<file path="src/rtl/mag_pkg.sv">
// Shared types for the magnitude peak detector: FSM states and the event record.
// Event fields are sized for the widest supported instance; narrower instances zero-extend.
package mag_pkg;

  localparam int PKG_WIDTH   = 16;
  localparam int PKG_TSWIDTH = 32;
  localparam int PKG_LWIDTH  = 16;

  typedef enum logic [1:0] {
    IDLE = 2'd0,
    PEAK = 2'd1,
    HOLD = 2'd2
  } peak_state_t;

  typedef struct packed {
    logic [PKG_WIDTH-1:0]   peak;
    logic [PKG_TSWIDTH-1:0] tstamp;
    logic [PKG_LWIDTH-1:0]  len;
  } peak_event_t;

endpackage

</file>
<file path="src/rtl/event_buffer.sv">
// One-entry valid/ready event register. A new event is accepted when the slot is empty
// or being drained this cycle; otherwise it is dropped and the sticky overrun flag set.
module event_buffer
  import mag_pkg::*;
(
  input  logic        clk,
  input  logic        reset,
  input  logic        load,
  input  peak_event_t ev,
  input  logic        ready,
  output logic        valid,
  output peak_event_t data,
  output logic        overrun
);

  always_ff @(posedge clk) begin
    if (reset) begin
      valid   <= 1'b0;
      data    <= '0;
      overrun <= 1'b0;
    end else if (load) begin
      if (!valid || ready) begin
        valid <= 1'b1;
        data  <= ev;
      end else begin
        overrun <= 1'b1;
      end
    end else if (valid && ready) begin
      valid <= 1'b0;
    end
  end

endmodule

</file>
<file path="src/rtl/mag_peak_detect.sv">
// Streaming hysteresis peak detector: tracks each excursion above thr_hi until it falls
// below thr_lo, then emits {peak, timestamp, length} through a one-entry output buffer.
module mag_peak_detect
  import mag_pkg::*;
#(
  parameter int WIDTH   = PKG_WIDTH,
  parameter int TSWIDTH = PKG_TSWIDTH,
  parameter int LWIDTH  = PKG_LWIDTH,
  parameter int HOLDOFF = 8
) (
  input  logic               clk,
  input  logic               reset,
  input  logic               sink_valid,
  input  logic [WIDTH-1:0]   sink_mag,
  input  logic [WIDTH-1:0]   thr_hi,
  input  logic [WIDTH-1:0]   thr_lo,
  output logic               source_valid,
  input  logic               source_ready,
  output logic [WIDTH-1:0]   source_peak,
  output logic [TSWIDTH-1:0] source_time,
  output logic [LWIDTH-1:0]  source_len,
  output logic               overrun
);

  localparam int HCW = (HOLDOFF > 0) ? $clog2(HOLDOFF + 1) : 1;

  peak_state_t        state, state_nxt;
  logic [TSWIDTH-1:0] ts_cnt;
  logic [HCW-1:0]     hold_cnt;
  logic [WIDTH-1:0]   peak_max;
  logic [TSWIDTH-1:0] peak_ts;
  logic [LWIDTH-1:0]  exc_len;
  logic               start_hit, end_hit, close_evt;
  peak_event_t        ev, out_ev;

  function automatic logic [LWIDTH-1:0] sat_inc(input logic [LWIDTH-1:0] v);
    return (&v) ? v : v + 1'b1;
  endfunction

  assign start_hit = (sink_mag >= thr_hi);
  assign end_hit   = (sink_mag < thr_lo);
  assign close_evt = sink_valid && (state == PEAK) && end_hit;

  always_comb begin
    state_nxt = state;
    if (sink_valid) begin
      case (state)
        IDLE:    if (start_hit) state_nxt = PEAK;
        PEAK:    if (end_hit) state_nxt = (HOLDOFF == 0) ? IDLE : HOLD;
        HOLD:    if (hold_cnt <= HCW'(1)) state_nxt = IDLE;
        default: state_nxt = IDLE;
      endcase
    end
  end

  always_ff @(posedge clk) begin
    if (reset) begin
      state    <= IDLE;
      ts_cnt   <= '0;
      hold_cnt <= '0;
    end else begin
      state <= state_nxt;
      if (sink_valid) begin
        ts_cnt <= ts_cnt + 1'b1;
        if (state == PEAK && end_hit) hold_cnt <= HCW'(HOLDOFF);
        else if (state == HOLD) hold_cnt <= hold_cnt - 1'b1;
      end
    end
  end

  // Excursion payload: overwritten at every start, so it carries no reset.
  always_ff @(posedge clk) begin
    if (sink_valid) begin
      if (state == IDLE && start_hit) begin
        peak_max <= sink_mag;
        peak_ts  <= ts_cnt;
        exc_len  <= LWIDTH'(1);
      end else if (state == PEAK && !end_hit) begin
        exc_len <= sat_inc(exc_len);
        if (sink_mag > peak_max) begin
          peak_max <= sink_mag;
          peak_ts  <= ts_cnt;
        end
      end
    end
  end

  always_comb begin
    ev = '0;
    ev.peak[WIDTH-1:0]     = peak_max;
    ev.tstamp[TSWIDTH-1:0] = peak_ts;
    ev.len[LWIDTH-1:0]     = exc_len;
  end

  event_buffer u_event_buffer (
    .clk     (clk),
    .reset   (reset),
    .load    (close_evt),
    .ev      (ev),
    .ready   (source_ready),
    .valid   (source_valid),
    .data    (out_ev),
    .overrun (overrun)
  );

  assign source_peak = out_ev.peak[WIDTH-1:0];
  assign source_time = out_ev.tstamp[TSWIDTH-1:0];
  assign source_len  = out_ev.len[LWIDTH-1:0];

endmodule
</file>
<file path="config.mk">
export PLATFORM = sky130hd
export DESIGN_NAME = mag_peak_detect
export DESIGN_NICKNAME = d
export VERILOG_FILES = /design/src/rtl/mag_pkg.sv /design/src/rtl/event_buffer.sv /design/src/rtl/mag_peak_detect.sv
export SDC_FILE = /design/constraint.sdc
export NUM_CORES = 1
export LEC_CHECK = 0
export ABC_AREA = 1
export CELL_PAD_IN_SITES_DETAIL_PLACEMENT = 2
export CELL_PAD_IN_SITES_GLOBAL_PLACEMENT = 2
export CORE_MARGIN = 2
export CORE_UTILIZATION = 35
export CTS_BUF_LIST = sky130_fd_sc_hd__clkbuf_8 sky130_fd_sc_hd__clkbuf_16
export CTS_CLUSTER_DIAMETER = 150
export DETAILED_ROUTE_END_ITERATION = 12
export PLACE_DENSITY_LB_ADDON = 0.15
export SLEW_MARGIN = 20
export SYNTH_ARGS = -nofsm -noshare
export SYNTH_HDL_FRONTEND = slang
export SYNTH_HIERARCHICAL = 1
export SYNTH_SLANG_ARGS = --single-unit
export TNS_END_PERCENT = 1
</file>
<file path="constraint.sdc">
create_clock -name clk -period 10.3 [get_ports clk]
set_input_delay 2.575 -clock clk [delete_from_list [all_inputs] [get_ports clk]]
set_output_delay 2.575 -clock clk [all_outputs]
set_load 0.1 [all_outputs]
</file>
## Word level (Yosys, flattened, before mapping)

Index checks and enable logic that the tools add are counted.

- Bits in registers: 168
- Latch bits: 0
- RAM bits: 0
- Bits in read-only memories: 0
- Bits of input ports: 52
- Output and inout port bits: 66
- Word-level logic and storage cells: 65
- Memories kept: 0

- $add $sub $neg: 3
- Multipliers: 0
- Div/mod/pow operators: 0
- Order comparisons: 4
- Equal/unequal tests: 7
- Shift-type cells: 0
- Multiplexer cells: 17
- Bitwise gates (word level): 1
- Reductions and logical operators: 22

Operators by type and width:

| kind | count |
|---|---|
| 2-to-1 mux 32 bit | 3 |
| 2-to-1 mux 16 bit | 5 |
| adder 32 x 1 -> 32 bit (second input constant) | 1 |
| adder 16 x 1 -> 16 bit (second input constant) | 1 |
| >= comparator 16 bit | 1 |
| greater-than comparator 16 bit | 1 |
| less-than comparator 16 bit | 1 |
| AND reduction 16 bit | 1 |
| 2-to-1 mux 4 bit | 2 |
| inequality test 2 bit (second input constant) | 4 |
| AND reduction 2 bit | 4 |
| nonzero test 2 bit | 4 |
| logical AND 1 bit | 6 |
| 2-to-1 mux 2 bit | 3 |
| case mux 2 bit (3 select lines) | 1 |
| AND reduction 3 bit | 2 |
| less-or-equal comparator 4 x 1 -> 1 bit (second input constant) | 1 |
| AND reduction 4 bit | 1 |
| subtractor 4 x 1 -> 4 bit (second input constant) | 1 |
| 2-to-1 mux 1 bit | 3 |
| == test 2 x 1 -> 1 bit (second input constant) | 1 |
| == test 2 bit (second input constant) | 1 |
| zero test 1 bit | 2 |
| zero test 2 bit | 1 |
| other kinds (3) | 3 |

## Depth between registers and ports, before layout

Gate-level depths: netlist of the first run.

- Depth in word-level cells: 5
- Gate-level depth with buffers: 18
- Gate-level depth less buffers: 16

## By module

Netlist of the first run, hierarchy kept.

Modules (own cells, without submodules):

| module | instances | cells each | area each (µm²) |
|---|---|---|---|
| mag_peak_detect | 1 | 596 | 5464.0 |
| event_buffer | 1 | 428 | 2932.8 |

## Least setup slack after synthesis of the first run

Ideal clock, no wire load.

- Path type: input-to-reg
- Start point: in thr_hi[11]
- End point: reg peak_max[0], enable pin
- Setup time: 0.469 ns
- Arrival time: 5.877 ns
- Required time: 9.831 ns
- Slack: 3.953 ns
- Stages: 11
- Path buffers: 0
- Cells stage by stage: inv_1 ha_1 nand2_1 o21bai_1 a21oi_1 nor2_1 nand2_1 nand2_1 nand2_1 nand2_1 a21oi_1

- Word-level cells in the longest chain between the ends: 4
- Elaborated cells on any way between the ends: 5
- Those cells by class: order compare (1); reduce/logical (4)

RTL lines:

| what | line | source |
|---|---|---|
| start, declared | mag_peak_detect.sv:15 | `input logic [WIDTH-1:0] thr_hi,` |
| >= comparator 16 bit (*) | mag_peak_detect.sv:40 | `assign start_hit = (sink_mag >= thr_hi);` |
| logical AND 1 bit (*) | mag_peak_detect.sv:74 | `if (state == IDLE && start_hit) begin` |
| nonzero test 2 bit (no source line) | n/a |  |
| AND reduction 3 bit (no source line) (*) | n/a |  |
| end signal, assigned | mag_peak_detect.sv:75 | `peak_max <= sink_mag;` |
| end signal, assigned | mag_peak_detect.sv:81 | `peak_max <= sink_mag;` |
| end, declared | mag_peak_detect.sv:30 | `logic [WIDTH-1:0] peak_max;` |

Mark *: on every way between the ends. The rest lies on a longest branch, timed or not.
A chain may end at the register's enable or synchronous reset.

## Worst setup path in the final report of the first run

- Start point: in sink_mag[5]
- End point: reg u_event_buffer/data[61] (netlist name)

- Word-level cells in the longest chain between the ends: 3

RTL lines:

| what | line | source |
|---|---|---|
| start, declared | mag_peak_detect.sv:14 | `input logic [WIDTH-1:0] sink_mag,` |
| less-than comparator 16 bit | mag_peak_detect.sv:41 | `assign end_hit = (sink_mag < thr_lo);` |
| logical AND 1 bit | mag_peak_detect.sv:42 | `assign close_evt = sink_valid && (state == PEAK) && end_hit;` |
| net close_evt | mag_peak_detect.sv:33 | `logic start_hit, end_hit, close_evt;` |
| AND reduction 2 bit (no source line) | n/a |  |
| end signal, assigned | event_buffer.sv:24 | `data <= ev;` |
| end, declared | event_buffer.sv:12 | `output peak_event_t data,` |

The timed path passes the listed nets, and every way through them passes these cells.

==> summary.txt, run 1 <==
Cells and area
  • Sequential Area: roughly 4000 um^2
  • Most common cell after layout, fill and taps aside: inv_1
  • Multi-input gate area: 3510 um^2
  • Nets: ~1200
  • Post-route cell area: 10400 um^2
  • Layout cells sized above 1: 6.76%
  • Layout area overhead: 23.8%
  • Commonest cells after routing, fill and taps aside: inv_1 (167), nand2_1 (160), clkdlybuf4s50_1 (117)
  • FILL cells: 2675
  • ANT cells: 0

Logic synthesis
  • Post-synth EDFFs: 64
  • Seq/Total Area, Yosys: 47.7%
  • Top_reg_cell synth: dfxtp_1
  • Synth unique cells: 43
  • Synthesized flop and latch total: around 170
  • Synth async-reset ratio: 0%
  • Post-synthesis instance area: 8400 um^2
  • Synth Net Count: 1127
  • Syn_area_per_cell: 8.20 um^2
  • Synth warnings: 6
  • Mapped Cells: 1024

Timing
  • Pins over their slew limit: 0
  • Worst setup margin: about 4.6 ns
  • Measured slew at the worst slew-check pin: 1.05 ns
  • Worst rel slew slack: 30.1%
  • Final setup fails: 0
  • Setup tns final: 0 ns
  • Final Skew: 0.0156 ns
  • RSZ-0062 raised after global routing: false
  • Period minus WS final: 5.73 ns
  • Hold Vio Cnt, Final: 0
  • Achievable Freq: 175 MHz
  • Period utilisation layout: roughly 56%

Clock tree
  • Clk sink count: 168
  • PostCTS Resize Cnt: 0
  • Hold-fix buffers, CTS: 0
  • Worst-path clk slew: 0.07 ns
  • Clock Path Buffers: 2
  • Post-CTS setup buffer count: 0
  • Skew-Pair Late Insertion Delay: 0.44 ns
  • CTS tree: done
  • H-tree depth: 4
  • Clock root cell: clkbuf_16
  • Total CTS buffers: 17

Worst setup path
  • Internal reg-to-reg setup slack: 7.53 ns
  • Worst Setup End Kind: register
  • Worst reg2reg path startpoint: peak_max[7]
  • Crit path largest cell delay: around 0.76 ns
  • Crit path max-delay cell type: buf_4
  • CP arrival: 6.04 ns
  • Element type at the critical path start: input pin
  • Worst EP required: 10.61 ns
  • Worst path most repeated cell: nand2_1
  • CP max FO: 83
  • CP Cell Sequence: clkdlybuf4s50_1 -> ha_1 -> a21oi_1 -> nor2_1 -> nor3_1 -> nand2_1 -> nand2_1 -> nand2_1 -> nor2_1 -> nand2_1 -> inv_4 -> buf_4 -> nand3_1 -> nand2_1 -> nor2_1
  • Worst R2R Path Depth: 9
  • Critical path origin: sink_mag[5]
  • Critical R2R Capture: peak_ts[4]
  • Setup Crit Path Kind: in2reg

Power
  • PwrDens: about 170 nW/um^2
  • VDD IR-drop max: ~80 uV
  • Cell leakage power: ~0.0044 uW
  • Total power: 1760 uW

Drt
  • Drt first pass iters: 4
  • Via density: 4.92
  • DRT iter0 DRCs: 350
  • DR vias: between 7000 and 8000
  • Mean routed wirelength per cell: 16.7 um
  • Final ANT Viol Nets: 0
  • Total Wirelength: 24400 um
  • Post-route DRC: 0

Die
  • Die area: 25200 um^2
  • # rows: 56
  • Die Wd: roughly 160 um
  • Initial Util: a little over a third
  • # IOs: around 120
  • Die Y-Extent: ~160 um
  • Core area: between 20000 and 25000 um^2

Worst hold path
  • Hold worst-path end: peak_ts[25]
  • Worst Hold Class: reg2reg
  • Worst hold path stage count: 0
  • Hold wc startpoint: ts_cnt[25]

Placed design
  • DP HPWL: 17600 um
  • GPL Wtd Cong: 0.763
  • I/O Buffers: ~120
  • Post-Place Setup Slack: approximately 4.2 ns
  • Placed cell area: about 9800 um^2

GRT
  • Vias in the first global route: slightly below 8000
  • Initial antenna violation count: 0
  • Total gr overflow: 0
  • GR Util All Layers: between 15 and 20%
  • Largest net degree at the start of global routing: 93
  • First-pass GRT wire length: 40600 um

Job
  • Max Cap Violations: 0

Outcome
  • Status: finished clean
==> cell usage after synthesis, types with 4 or more instances <==
cell type  number  area share (%)
clkbuf_1        6            0.27
dfxtp_1       104              25
xor2_1          6            0.63
nand3_1        78             4.6
nor2_1        116             5.2
nand3_2         4            0.48
nor2_2          5            0.37
xnor2_1         7            0.73
nand2_1       161             7.2
nand4_1         9            0.67
a31oi_1         6            0.45
ha_1           51             7.6
edfxtp_1       64              23
buf_1           7            0.31
a21oi_1       114             6.8
nor4_1          5            0.37
inv_2           7            0.31
buf_2          12            0.72
nor2_4          5            0.67
inv_1         167             7.5
buf_4           9            0.80
o21ai_0        18             1.1
nor3_2          5            0.60
buf_6           6            0.80
nor3_1         21             1.3
==> flip-flops by register name, indices dropped and copies added, names as in the netlist <==
signal,cells
peak_max,16
u_event_buffer/overrun,1
hold_cnt,4
u_event_buffer/data,64
u_event_buffer/valid,1
state,2
peak_ts,32
exc_len,16
ts_cnt,32
==> cells by family (layout without fill, tap and decap cells) <==
family,Yosys count,in the layout,share of synthesized area [%]
AOI/OAI and AO/OA,151,151,9.45
xor gates and xnor gates,13,13,1.36
DFF,168,168,47.7
buffers and inverters,215,330,10.7
and+or+nand+nor,426,426,23.2
adders and majority gates,51,51,7.60
==> worst max path at each step <==
| stage | end | slack [ns] | depth (start not counted) |
|---|---|---|---|
| finish | u_event_buffer/data[61] | 4.57 | 15 |
| CTS | u_event_buffer/data[61] | 4.57 | 15 |
| global route | u_event_buffer/data[61] | 4.25 | 15 |
| detailed placement | u_event_buffer/data[17] | 4.16 | 15 |
| global placement | u_event_buffer/data[46] | 4.24 | 15 |
| floorplan | peak_max[0] | 3.95 | 11 |
==> critical path: cells and delay by family <==
kind	cells	cell delay, ns
buffers and inverters	3	1.73
AND/OR/NAND/NOR	10	1.18
adder cells (fa/ha/maj)	1	0.35
AO/OA/AOI/OAI	1	0.18
==> cell type report <==
type	instances	area share, %
clock buffer	18	4.23
clock inverter	14	1.57
inverter	175	6.35
multi-input combinational	641	33.8
sequential	168	38.5
tap	319	3.84
timing repair buffer	123	11.7
==> where the power goes <==
| group | total (uW) | switching, uW | internal, uW |
|---|---|---|---|
| Combinational | 336 | 239 | 96.7 |
| Clock | 664 | 293 | 371 |
| Sequential | 762 | 26.6 | 735 |
==> metal layers <==
layer / wire, um / track usage [%] / vias to the layer above / share of wire, %
li1: - / - / 3532 / -
met1: 11600 / 25.7 / 3530 / 48
met2: 11900 / 34.6 / 97 / 49
met3: 611 / 3.11 / 19 / 2.5
met4: 293 / 5.17 / 0 / 1.2
met5: 0 / 0 / - / 0
==> through the flow <==
stage / utilization (%) / hold WS, ns / std cells
detailed placement: 41.6 / 0.455 / 1426
CTS: 44.1 / 0.482 / 1458
floorplan: - / 0.408 / 1024
finish: 44.1 / 0.479 / 1458
global placement: 41.6 / 0.445 / 1426
global route: 44.1 / 0.494 / 1458
(Power assumes the default switching activity.)
==> inputs of run 2 (changes only) <==
CORE_UTILIZATION = 29   (was 35)
clock period = 4.91 ns   (was 10.3 ns; I/O delays follow)
==> run 2 against run 1 <==
  * Non-clock buffer count is 5 higher
  * Design area is 1.6% higher
  * Power is 110% higher
  * Worst hold slack worse by 0.014 ns
  * Die area is 20% higher
  * Global-route usage is 3.6 points lower
  * Combinational power is 110% higher
  * Largest cell class unchanged
==> summary.txt, run 2 (same netlist as run 1, synthesis figures left out) <==
Cells and area
  • Nets: 1234 (was 1229)
  • Biggest regs: u_event_buffer/data x64, peak_ts x32, ts_cnt x32 (unchanged)
  • Layout area overhead: 25.8% (was 23.8%)
  • Biggest register: u_event_buffer/data (unchanged)
  • Sequential Area: 4000 um^2 (unchanged)
  • Commonest cells after routing, fill and taps aside: inv_1 (166), nand2_1 (160), clkdlybuf4s50_1 (117) (was inv_1 (167), nand2_1 (160), clkdlybuf4s50_1 (117))
  • ANT cells: 0 (unchanged)
  • Final cell count without fillers: 1528 (was 1458)
  • FILL cells: 3180 (was 2675)
  • Most common cell after layout, fill and taps aside: inv_1 (unchanged)
  • Layout cells sized above 1: 7.26% (was 6.76%)
  • Max FFs per register: 64 (unchanged)
  • Multi-input gate area: 3510 um^2 (unchanged)

Drt
  • Final ANT Viol Nets: 0 (unchanged)
  • Post-route DRC: 0 (unchanged)
  • DR vias: 7059 (was 7178)
  • Mean routed wirelength per cell: 15.5 um (was 16.7 um)
  • Via density: 4.62 (was 4.92)
  • DRT iter0 DRCs: 230 (was 350)
  • Drt first pass iters: 4 (unchanged)
  • Total Wirelength: 23700 um (was 24400 um)

GRT
  • First-pass GRT wire length: 39500 um (was 40600 um)
  • Initial antenna violation count: 0 (unchanged)
  • Total gr overflow: 0 (unchanged)
  • Largest net degree at the start of global routing: 76 (was 93)
  • Vias in the first global route: 7439 (was 7745)
  • GR Util All Layers: 16.3% (was 19.9%)

Clock tree
  • Worst-path clk slew: 0.07 ns (about the same)
  • CTS tree: done (unchanged)
  • Clock root cell: clkbuf_16 (unchanged)
  • H-tree depth: 4 (unchanged)
  • Clk sink count: 168 (unchanged)
  • Total CTS buffers: 17 (unchanged)
  • Hold-fix buffers, CTS: 0 (unchanged)
  • Post-CTS setup buffer count: 0 (unchanged)
  • Clock Path Buffers: 2 (unchanged)
  • Skew-Pair Late Insertion Delay: 0.44 ns (about the same)
  • PostCTS Resize Cnt: 0 (unchanged)

Timing
  • Hold Vio Cnt, Final: 0 (unchanged)
  • RSZ-0062 raised after global routing: false (unchanged)
  • Worst rel slew slack: 27.9% (was 30.1%)
  • Setup tns final: 0 ns (unchanged)
  • Measured slew at the worst slew-check pin: 1.08 ns (was 1.05 ns)
  • Period minus WS final: about 3.6 ns
  • Period utilisation layout: 72.6%
  • Pins over their slew limit: 0 (unchanged)
  • Achievable Freq: 281 MHz
  • Final Skew: 0.0135 ns (was 0.0156 ns)
  • Final setup fails: 0 (unchanged)

Worst setup path
  • CP arrival: 3.89 ns (was 6.04 ns)
  • Worst R2R Path Depth: 11 (was 9)
  • CP max FO: 31 (was 83)
  • Worst EP required: 5.23 ns (was 10.61 ns)
  • Internal reg-to-reg setup slack: 2.70 ns (was 7.53 ns)
  • Setup Crit Path Kind: in2reg (unchanged)
  • Worst Setup End Kind: register (unchanged)
  • Element type at the critical path start: input pin (unchanged)

Die
  • Die Y-Extent: 174 um (was 159 um)
  • Die Wd: 174 um (was 159 um)
  • Core area: 28600 um^2 (was 23500 um^2)
  • # IOs: 118 (unchanged)
  • Initial Util: 29.3% (was 35.7%)
  • Die area: 30300 um^2 (was 25200 um^2)
  • # rows: 62 (was 56)

Placed design
  • DP HPWL: 17700 um (was 17600 um)
  • GPL Wtd Cong: 0.759 (was 0.763)
  • I/O Buffers: 117 (unchanged)
  • Placed cells: 1496 (was 1426)

Power
  • VDD IR-drop max: 250 uV (was 80.3 uV)
  • Cell leakage power: 0.00442 uW (was 0.00437 uW)
  • PwrDens: 352 nW/um^2 (was 170 nW/um^2)

Job
  • Max Cap Violations: 0 (unchanged)

Outcome
  • Status: finished clean (unchanged)

Worst hold path
  • Worst Hold Class: reg2reg (unchanged)
  • Worst hold path stage count: 0 (unchanged)
==> run 2: cell type report <==
| class | instances | share of cell area (%) |
|---|---|---|
| repair buffers | 128 | 12.2 |
| clock inverters | 13 | 1.53 |
| inverters | 175 | 6.24 |
| clock buffers | 19 | 4.29 |
| flip-flops and latches | 168 | 37.9 |
| multi-input cells | 641 | 33.2 |
| well taps | 384 | 4.55 |
==> run 2: through the flow <==
| step | hold slack, ns | power (uW) | utilization [%] | worst slack (ns) | cell area, um^2 |
|---|---|---|---|---|---|
| after detailed placement | 0.452 | 2350 | 34.7 | 0.843 | 9950 |
| after global placement | 0.445 | 2330 | 34.7 | 0.906 | 9950 |
| after CTS | 0.470 | 3780 | 36.9 | 1.25 | 10600 |
| final | 0.465 | 3720 | 36.9 | 1.35 | 10600 |
| after global routing | 0.488 | 3890 | 36.9 | 1.02 | 10600 |
| after floorplan | 0.408 | 2120 | - | 0.970 | 8400 |
==> run 2: path summary, 6_finish.rpt <==
kind / to / start
worst max-delay path: u_event_buffer/data[58] / sink_mag[5]
worst min-delay path: peak_ts[29] / ts_cnt[29]
worst max register to register: exc_len[9] / exc_len[0]
worst min register to register: peak_ts[29] / ts_cnt[29]
==> run 2: power breakdown <==
part / total [uW] / leakage (uW) / switching, uW / internal [uW]
sequential: 1590 / 0.00143 / 53.1 / 1540
clock: 1420 / 0.000300 / 625 / 793
combinational: 708 / 0.00269 / 497 / 211
total: 3720 / 0.00442 / 1180 / 2550
==> run 2: critical path: stages <==
cell and delay (ns):
clkdlybuf4s50_1 0.48, ha_1 0.34, a21oi_1 0.14, nor2_1 0.05, nor3_1 0.13, nand2_1 0.10, nand2_1 0.07, nand2_1 0.09
nor2_1 0.11, nand2_1 0.18, inv_4 0.34, buf_4 0.35, nand3_1 0.11, nand2_1 0.12, nor2_1 0.05
==> run 2: layer usage <==
metal  part of all wire, %  vias to the layer above  track usage, %
met5                     0                        -               0
met4                   1.1                        0            3.89
met3                   3.0                       17            3.02
met2                    47                       90            27.5
met1                    49                     3405            21.6
li1                      -                     3547               -
==> inputs of run 3 (changes only) <==
CORE_UTILIZATION = 33   (was 29)
clock period = 3.6 ns   (was 4.91 ns; I/O delays follow)
==> run 3 against run 2 <==
  * Via count increased by 1.3%
  * Setup slack worse by 0.71 ns
  * Global-route usage rose by 3.0 points
  * Critical endpoint is now u_event_buffer/data[16]
  * Highest routed layer unchanged
==> summary.txt, run 3 (same netlist as run 1, synthesis figures left out) <==
Placed design
  • GPL Wtd Cong: 0.795 (was 0.759)
  • I/O Buffers: 117 (unchanged)
  • DP HPWL: 18100 um (was 17700 um)

Worst setup path
  • Element type at the critical path start: input pin (unchanged)
  • Worst path most repeated cell: nand2_1 (unchanged)
  • Critical path origin: sink_mag[5] (unchanged)
  • Crit path largest cell delay: 0.49 ns (was 0.48 ns)
  • Worst EP required: 3.93 ns (was 5.23 ns)
  • Worst Setup End Kind: register (unchanged)
  • Internal reg-to-reg setup slack: 1.33 ns (was 2.70 ns)
  • CP Cell Sequence: clkdlybuf4s50_1 -> ha_1 -> a21oi_1 -> nor2_1 -> nor3_1 -> nand2_1 -> nand2_1 -> nand2_1 -> nor2_1 -> nand2_1 -> inv_4 -> buf_12 -> nand3_1 -> nand2_1 -> nor2_1 (was clkdlybuf4s50_1 -> ha_1 -> a21oi_1 -> nor2_1 -> nor3_1 -> nand2_1 -> nand2_1 -> nand2_1 -> nor2_1 -> nand2_1 -> inv_4 -> buf_4 -> nand3_1 -> nand2_1 -> nor2_1)
  • Worst reg2reg path startpoint: exc_len[0] (unchanged)
  • Crit path max-delay cell type: clkdlybuf4s50_1 (unchanged)
  • Setup Crit Path Kind: in2reg (unchanged)
  • CP arrival: 3.29 ns (was 3.89 ns)
  • Worst R2R Path Depth: 11 (unchanged)
  • CP max FO: 37 (was 31)

Timing
  • Final Skew: 0.0131 ns (was 0.0135 ns)
  • Measured slew at the worst slew-check pin: 0.988 ns (was 1.08 ns)
  • Final setup fails: 0 (unchanged)
  • Pins over their slew limit: 0 (unchanged)
  • Period utilisation layout: 82.3%
  • Period minus WS final: 2.96 ns
  • Hold Vio Cnt, Final: 0 (unchanged)
  • RSZ-0062 raised after global routing: false (unchanged)
  • Setup tns final: 0 ns (unchanged)
  • Worst rel slew slack: 33.9% (was 27.9%)
  • Achievable Freq: 338 MHz
  • Hold slack: 0.447 ns (was 0.465 ns)

Cells and area
  • Nets: 1242 (was 1234)
  • ANT cells: 0 (unchanged)
  • Max FFs per register: 64 (unchanged)
  • Layout area overhead: 25.1% (was 25.8%)
  • Biggest register: u_event_buffer/data (unchanged)
  • Most common cell after layout, fill and taps aside: inv_1 (unchanged)
  • Layout cells sized above 1: 11.8% (was 7.26%)
  • Commonest cells after routing, fill and taps aside: inv_1 (166), nand2_1 (160), nor2_1 (116) (was inv_1 (166), nand2_1 (160), clkdlybuf4s50_1 (117))
  • Biggest regs: u_event_buffer/data x64, peak_ts x32, ts_cnt x32 (unchanged)

Worst hold path
  • Hold wc startpoint: ts_cnt[24] (was ts_cnt[29])
  • Worst Hold Class: reg2reg (unchanged)
  • Worst hold path stage count: 0 (unchanged)

Die
  • Die Y-Extent: 164 um (was 174 um)
  • Die Wd: 164 um (was 174 um)
  • # rows: 58 (was 62)
  • Core area: 25100 um^2 (was 28600 um^2)
  • # IOs: 118 (unchanged)
  • Die area: 26700 um^2 (was 30300 um^2)
  • Initial Util: 33.4% (was 29.3%)

Clock tree
  • Total CTS buffers: 17 (unchanged)
  • PostCTS Resize Cnt: 0 (unchanged)
  • H-tree depth: 4 (unchanged)
  • Post-CTS setup buffer count: 0 (unchanged)
  • Hold-fix buffers, CTS: 0 (unchanged)
  • CTS tree: done (unchanged)
  • Clock Path Buffers: 2 (unchanged)
  • Worst-path clk slew: 0.07 ns (about the same)
  • Clk sink count: 168 (unchanged)
  • Clock root cell: clkbuf_16 (unchanged)
  • Skew-Pair Late Insertion Delay: 0.44 ns (about the same)

GRT
  • Vias in the first global route: 7633 (was 7439)
  • Initial antenna violation count: 0 (unchanged)
  • Total gr overflow: 0 (unchanged)
  • Largest net degree at the start of global routing: 53 (was 76)
  • First-pass GRT wire length: 40400 um (was 39500 um)
  • GR Util All Layers: 19.3% (was 16.3%)

Drt
  • DRT iter0 DRCs: 288 (was 230)
  • Met1 Wirelength: 11300 um (was 11500 um)
  • Max layer used: met4 (unchanged)
  • Metal2 WL: 12300 um (was 11200 um)
  • DR vias: 7154 (was 7059)
  • Via density: 4.83 (was 4.62)
  • Mean routed wirelength per cell: 16.5 um (was 15.5 um)
  • Drt first pass iters: 4 (unchanged)
  • Final ANT Viol Nets: 0 (unchanged)
  • Post-route DRC: 0 (unchanged)
  • Total Wirelength: 24500 um (was 23700 um)
  • Met3 wire len: 731 um (was 711 um)

Job
  • Max Cap Violations: 0 (unchanged)

Power
  • PwrDens: 478 nW/um^2 (was 352 nW/um^2)
  • VDD IR-drop max: 326 uV (was 250 uV)
  • Cell leakage power: 0.00455 uW (was 0.00442 uW)

Outcome
  • Status: finished clean (unchanged)
run 3: worst max-delay path: cells and delay by family:
family	cells	cell delay (ns)
buffers and inverters	3	0.86
adders and majority gates	1	0.35
AOI/OAI and AO/OA	1	0.14
and+or+nand+nor	10	1.02
run 3: path summary, 6_finish.rpt:
path / end
max: u_event_buffer/data[16]
min: peak_ts[24]
max reg2reg: exc_len[9]
min reg2reg: peak_ts[24]
run 3: report_power, final:
part           internal [uW]  switching (uW)
sequential              2100            73.0
combinational            302             688
clock                    939             920
run 3: per-layer routing:
layer	track usage (%)	up-vias
met1	24.7	3494
met2	34.0	92
met5	0	-
li1	-	3555
met4	4.03	0
met3	3.63	13
run 3: area by class of cell:
class                   instances  area [um^2]
fillers                      2864        14600
flip-flops and latches        168         4000
repair buffers                136         1310
clock inverters                15          181
clock buffers                  17          425
well taps                     330          413
multi-input cells             641         3510
inverters                     175          659
run 3: stage by stage:
stage	setup slack (ns)	total power, uW	std cells	cell area [um^2]	utilization, %
after floorplan	0.387	2890	1024	8410	-
after global placement	0.219	3190	1450	9900	39.4
after detailed placement	0.194	3220	1450	9900	39.4
after CTS	0.608	5100	1482	10500	41.8
after global routing	0.371	5260	1482	10500	41.8
final	0.638	5020	1482	10500	41.8
